--- config.mk ---
export PLATFORM = sky130hd
export DESIGN_NAME = store_unit
export DESIGN_NICKNAME = d
export VERILOG_FILES = /design/src/rtl/store_unit.sv
export SDC_FILE = /design/constraint.sdc
export NUM_CORES = 1
export LEC_CHECK = 0
export ABC_AREA = 1
export BUFFER_PORTS_ARGS = -buffer_cell sky130_fd_sc_hd__buf_2
export CORE_MARGIN = 5
export CORE_UTILIZATION = 60
export DETAILED_ROUTE_END_ITERATION = 10
export GPL_TIMING_DRIVEN = 0
export PLACE_DENSITY_LB_ADDON = 0.05
export SETUP_SLACK_MARGIN = 0.5
export SLEW_MARGIN = 10
export SYNTH_ARGS = -nofsm -noshare
export SYNTH_HDL_FRONTEND = slang
export SYNTH_SLANG_ARGS = --single-unit
export TNS_END_PERCENT = 100
--- constraint.sdc ---
create_clock -name clk -period 5.4 [get_ports clk]
set_clock_uncertainty 0.2 [all_clocks]
set_input_delay 0.27 -clock clk [delete_from_list [all_inputs] [get_ports clk]]
set_output_delay 0.27 -clock clk [all_outputs]
set_load 0.05 [all_outputs]
--- src/rtl/store_unit.sv ---
// Store path: aligns store data, builds byte-lane masks and issues one or two
// word-aligned write beats, then a single completion/error response.
module store_unit #(
  parameter bit ALLOW_MISALIGN = 1'b1
) (
  input  logic        clk,
  input  logic        rst_n,
  input  logic        req_valid,
  output logic        req_ready,
  input  logic [2:0]  storeop,
  input  logic [31:0] waddr,
  input  logic [31:0] wdata,
  output logic        mem_wvalid,
  input  logic        mem_wready,
  output logic [31:0] mem_waddr,
  output logic [31:0] mem_wdata,
  output logic [7:0]  mem_wmask,
  output logic        resp_valid,
  input  logic        resp_ready,
  output logic        resp_err
);

  typedef enum logic [1:0] {IDLE, BEAT0, BEAT1, RESP} state_t;

  state_t      state;
  logic [31:0] b1_addr;
  logic [31:0] b1_data;
  logic [3:0]  b1_mask;
  logic        split_q;

  logic [3:0]  nmask;
  logic        illegal;
  logic [31:0] wmask32;
  logic [7:0]  m8;
  logic [63:0] d64;
  logic        split;
  logic [31:0] b0_addr;

  always_comb begin
    illegal = 1'b0;
    nmask   = 4'h0;
    case (storeop)
      3'd0:    nmask = 4'b0001;
      3'd1:    nmask = 4'b0011;
      3'd2:    nmask = 4'b1111;
      default: illegal = 1'b1;
    endcase
  end

  // Lanes beyond the access size are zeroed before shifting into position.
  assign wmask32 = {{8{nmask[3]}}, {8{nmask[2]}}, {8{nmask[1]}}, {8{nmask[0]}}};
  assign m8      = {4'b0000, nmask} << waddr[1:0];
  assign d64     = {32'h0, wdata & wmask32} << {waddr[1:0], 3'b000};
  assign split   = |m8[7:4];
  assign b0_addr = {waddr[31:2], 2'b00};

  always_ff @(posedge clk or negedge rst_n) begin
    if (!rst_n) begin
      state      <= IDLE;
      req_ready  <= 1'b1;
      mem_wvalid <= 1'b0;
      mem_waddr  <= 32'h0;
      mem_wdata  <= 32'h0;
      mem_wmask  <= 8'h0;
      resp_valid <= 1'b0;
      resp_err   <= 1'b0;
      b1_addr    <= 32'h0;
      b1_data    <= 32'h0;
      b1_mask    <= 4'h0;
      split_q    <= 1'b0;
    end else begin
      case (state)
        IDLE: begin
          if (req_valid) begin
            req_ready <= 1'b0;
            if (illegal || (split && !ALLOW_MISALIGN)) begin
              state      <= RESP;
              resp_valid <= 1'b1;
              resp_err   <= 1'b1;
            end else begin
              state      <= BEAT0;
              mem_wvalid <= 1'b1;
              mem_waddr  <= b0_addr;
              mem_wdata  <= d64[31:0];
              mem_wmask  <= {4'b0000, m8[3:0]};
              b1_addr    <= b0_addr + 32'd4;
              b1_data    <= d64[63:32];
              b1_mask    <= m8[7:4];
              split_q    <= split;
            end
          end
        end
        BEAT0: begin
          if (mem_wready) begin
            if (split_q) begin
              state     <= BEAT1;
              mem_waddr <= b1_addr;
              mem_wdata <= b1_data;
              mem_wmask <= {4'b0000, b1_mask};
            end else begin
              state      <= RESP;
              mem_wvalid <= 1'b0;
              mem_waddr  <= 32'h0;
              mem_wdata  <= 32'h0;
              mem_wmask  <= 8'h0;
              resp_valid <= 1'b1;
              resp_err   <= 1'b0;
            end
          end
        end
        BEAT1: begin
          if (mem_wready) begin
            state      <= RESP;
            mem_wvalid <= 1'b0;
            mem_waddr  <= 32'h0;
            mem_wdata  <= 32'h0;
            mem_wmask  <= 8'h0;
            resp_valid <= 1'b1;
            resp_err   <= 1'b0;
          end
        end
        RESP: begin
          if (resp_ready) begin
            state      <= IDLE;
            resp_valid <= 1'b0;
            resp_err   <= 1'b0;
            req_ready  <= 1'b1;
          end
        end
        default: state <= IDLE;
      endcase
    end
  end

endmodule

# == After elaboration in Yosys (flattened, before gate mapping) ==
# Cells that the tools add are included.
# totals
register_bits,147
in_bits,72
output_inout_bits,76
word_cells,82
# op_classes
addsub,1
eq_ne,12
shift,2
mux,42
bitwise_logic,1
reduce_logical,12
# ops
operator,n
$mux 32,9
$pmux 32 s3,2
$shl 32x5->64,1
$add 32x3->32 const B,1
$and 32x32->32,1
$mux 8,4
$pmux 8 s3,1
$mux 1,14
$ne 2x2->1 const B,7
$pmux 4 s3,1
$reduce_and 6->1,2
$mux 2,5
$pmux 1 s4,2
$pmux 2 s4,1
$shl 4x2->8,1
$reduce_and 3->1,2
$reduce_and 5->1,1
$eq 2x2->1 const B,2
$mux 4,1
$reduce_and 4->1,1
$reduce_or 4->1,1
$eq 3x1->1 const B,1
$eq 3x2->1 const B,1
$logic_not 3->1,1
other kinds (7),7

# == Logic depth before layout (Yosys ltp) ==
# logic_depth
word_depth,7
ltp_mapped,11
mapped_depth_nobuf,10

# == Worst setup path after synthesis ==
# Ideal clock, no wire load.
# synth_path
path_type,register to register
start,reg state[0]
end,reg mem_wdata[13]
setup_ns,0.123
arrival_ns,1.605
t_required_ns,5.077
slack_ns,3.471
stages_incl_launch_ff,11
path_buffers,2
synth_period_minus_slack_ns,1.929
path_cell_list,dfrtp_1 > inv_1 > ha_1 > nand2_1 > nand2_2 > nor2_8 > nand2_2 > buf_6 > buf_6 > a21oi_1 > a21oi_2
# synth_via
elab_chain_len,3
word_cells_on_any_way,10
cone_classes,eq/ne (6); mux (1); reduce/logical (3)
# synth_rtl
item,line,rtl
from (decl),25,state_t state;
from (signal assigned),59,state <= IDLE;
from (signal assigned),77,state <= RESP;
from (signal assigned),81,state <= BEAT0;
$eq 2x1->1 (tied with other cells),72,case (state)
$ne 2x2->1 (no source line) / $reduce_bool 3->1 (equally long branches),n/a,
$reduce_and 5->1 (no source line),n/a,
to (signal assigned),84,mem_wdata <= d64[31:0];
to (signal assigned),98,mem_wdata <= b1_data;
to (decl),16,"output logic [31:0] mem_wdata,"
# Several ways; a longest one is shown, not always the timed one.
# A chain may end at the register's enable or synchronous reset.

# == Worst setup path after layout ==
# layout_path
start,reg state[1]
end,reg mem_wdata[16]
# Same word-level chain as after synthesis.

==> impl_metrics.tcl <==
set metrics [dict create \
    critical_path_class "reg -> reg" \
    slew-limit-headroom_pct 60.3 \
    reg2reg_depth 6 \
    numPortBuffers 139 \
    routabilityCongestion 1.00 \
    synth_edf_count 0 \
    cts_tree "done" \
    hpwl_um 17100 \
    diodes 0 \
    antenna_left 0 \
    yosys.area_share.simple_pct 31.8 \
    violations "negative hold slack" \
    htree_levels 4 \
    dp_slack_ns 3.02 \
    dr.pass1.iters 6 \
    hold_buffers 26 \
    cts_num_sinks 130 \
    fin_ws_ns 2.91 \
    drive_above_1_share_pct 20.3 \
    top_level_ports 148 \
    r2r_setup_slack_ns 2.91 \
    ys.flop_type "dfrtp_1" \
    clk_pin_slew_ns 0.06 \
    ir_drop_mv 0.458 \
    synthXorXnorAreaFrac_pct 1.21 \
    worstReg2RegEnd "mem_wdata[16]$_DFFE_PN0P_" \
    synth_top_family_by_area "simple AND/OR/NAND/NOR gates" \
    max-clock-path-buffers 2 \
    grt-ovfl-total 0 \
    grt_pass1_wl_um 38400 \
    netlist_top_cells_area "dfrtp_1 45%, nand2_1 18%, nand3_1 6.5%" \
    end_kind "register" \
    async_flop_share_pct 100 \
    setup_viol 0 \
    area_delta_synth_final_pct 24.8 \
    drtIter0Drc 719 \
    synth_top_area_share_pct 44.7 \
    min_path_type "in -> reg" \
    rows 40 \
    synth_cells 982 \
    ctsRootBufferMaster "clkbuf_16" \
    syn-mean-instance-area_um2 7.36 \
    grtUsageTotal_pct 34.2 \
    hold_depth 5 \
    post-cts-setup-buffer-count 0 \
    ys_warn_count 0 \
    hold_path.startpoint "wdata[3]" \
    crit_path_max_fanout 10 \
    cts_buffers 17 \
    fp.dieH_um 120 \
    antenna_found_initial 0 \
    rsz0062_at_grt "false" \
    drc 0 \
    hold_viol 1 \
    synthMuxAreaShare_pct 0 \
    grt_max_degree 87 \
    cp.arrival_ns 2.63 \
    status "complete, but fails checks" \
    min_period_ns 2.49 \
    fmax_mhz 401 \
    max_slew.worst_pin.slew_ns 0.595 \
    leakage_uw 0.00464 \
    fillers 953 \
    synth_compound_area_share_pct 13.5 \
    tns_ns 0 \
    ys_seq_area_share_pct 45.0 \
    slew_violations 0 \
    reg2reg_from "state[1]$_DFFE_PN0P_" \
    placed_cells 1274 \
    cts-resized-gates 0 \
    dieArea_um2 14300 \
    core-area_um2 11900 \
    syn_area_um2 7230 \
    vias 7412 \
    period_share_pct 46.2 \
    startpoint_type "register" \
    wl_per_cell_um 17.8 \
    wirelength_um 23700 \
    finalNetCount 1251 \
    via_per_inst 5.56 \
    power_density_nw_per_um2 613 \
    grt_pass1_vias 7764 \
    initial_core_util_pct 60.7 \
    clkLatencyLatePin_ns 0.42 \
    fin_cells 1332 \
    ys_types 34 \
    dieWidth_um 120 \
    max_cap_viol_count 0 \
    synth_seq_cells 130 \
    synthAdderAreaFrac_pct 1.21 \
    yosys.area.top_type "dfrtp_1" \
    min_to "mem_wdata[19]$_DFFE_PN0P_" \
    cp.required_ns 5.54 \
    whs_ns -0.00315 \
]
## cells in the mapped netlist, types with 2 or more instances
cell type,count
dfrtp_1,129
ha_1,7
a22o_1,4
nand2_1,354
inv_2,6
a21oi_1,33
nor2_4,3
o22ai_1,2
xor2_1,7
a21oi_2,10
inv_1,53
buf_4,8
a22oi_1,33
nand2_2,4
o21bai_1,2
o21ai_0,32
buf_2,21
nand3_1,94
buf_6,6
clkbuf_1,14
nand4_1,2
or2_2,2
buf_1,2
xnor2_1,3
nor2_1,92
nor2_2,5
o21ai_1,47
## final cells by class
type | instances | area, um2 | area share (%)
Multi-Input combinational cell | 746 | 3470 | 38.5
Sequential cell | 130 | 3250 | 36.1
Timing Repair Buffer | 166 | 990 | 11.0
Clock buffer | 20 | 467 | 5.18
Buffer | 51 | 293 | 3.25
Inverter | 60 | 230 | 2.55
Tap cell | 147 | 184 | 2.04
Clock inverter | 12 | 130 | 1.44
## how the worst max path moves through the flow
stage	depth (start not counted)	slack [ns]	startpoint	endpoint
3_3_place_gp	1	2.16	rst_n	mem_waddr[23]$_DFFE_PN0P_
5_1_grt	7	2.82	state[0]$_DFFE_PN0P_	mem_waddr[11]$_DFFE_PN0P_
3_5_place_dp	6	3.02	state[1]$_DFFE_PN0P_	mem_wdata[14]$_DFFE_PN0P_
6_report	6	2.91	state[1]$_DFFE_PN0P_	mem_wdata[16]$_DFFE_PN0P_
4_1_cts	8	2.99	state[1]$_DFFE_PN0P_	mem_wdata[15]$_DFFE_PN0P_
2_1_floorplan	10	3.47	state[0]$_DFFE_PN0P_	mem_wdata[13]$_DFFE_PN0P_
## metal layers
metal / global-route usage [%] / wire length, um / vias up
met5: 0 / 0 / -
met3: 6.74 / 1620 / 75
met1: 39.3 / 9060 / 3443
met4: 18.7 / 1140 / 0
li1: - / - / 3556
met2: 60.0 / 11900 / 338
## per-stage QoR
| stage | area, um2 | power (uW) | hold WS, ns | util, % |
|---|---|---|---|---|
| floorplan | 7250 | 3580 | -0.226 | - |
| global placement | 8130 | 4250 | 0.260 | 68.2 |
| detailed placement | 8160 | 4310 | 0.0235 | 68.5 |
| CTS | 9020 | 5510 | 0.00389 | 75.7 |
| global route | 9020 | 5840 | 0.0173 | 75.7 |
| finish | 9020 | 5520 | -0.00315 | 75.7 |
## where the power goes
group | internal [uW] | switching, uW | leakage (uW)
Clock | 716 | 447 | 0.000281
Combinational | 775 | 1990 | 0.00269
Sequential | 1380 | 217 | 0.00167
Total | 2870 | 2660 | 0.00464
## critical path, cell delays in order, from the launching register on
cell and delay, ns:
dfrtp_1 0.43, inv_1 0.12, ha_1 0.41, nor2_1 0.30, clkbuf_1 0.51, nand3_1 0.22, a21oi_1 0.21
## sequential cells by signal, indices dropped and copies added (netlist names)
register,cells
mem_wdata,32
b1_addr,30
mem_waddr,30
b1_data,24
mem_wmask,4
b1_mask,3
state,2
mem_wvalid,1
req_ready,1
resp_err,1
resp_valid,1
split_q,1
## placed cells by master (no fill, tap or decap), types with 8 or more instances in the layout
cell type	count
buf_2	159
o21ai_0	32
a21oi_1	33
a22oi_1	33
dfrtp_1	129
buf_4	8
a21oi_2	10
o21ai_1	47
nand3_1	94
clkbuf_1	14
clkbuf_16	17
nand2_1	354
nor2_1	92
inv_1	53
dlygate4sd3_1	26
## cell families (layout without fill, tap and decap cells)
group / count (synthesis) / count (layout)
adders and majority gates: 7 / 7
xor gates and xnor gates: 10 / 10
other: 1 / 6
DFF: 130 / 130
and+or+nand+nor: 558 / 558
AOI/OAI and AO/OA: 165 / 165
buffers and inverters: 111 / 309
(Power assumes the default switching activity.)
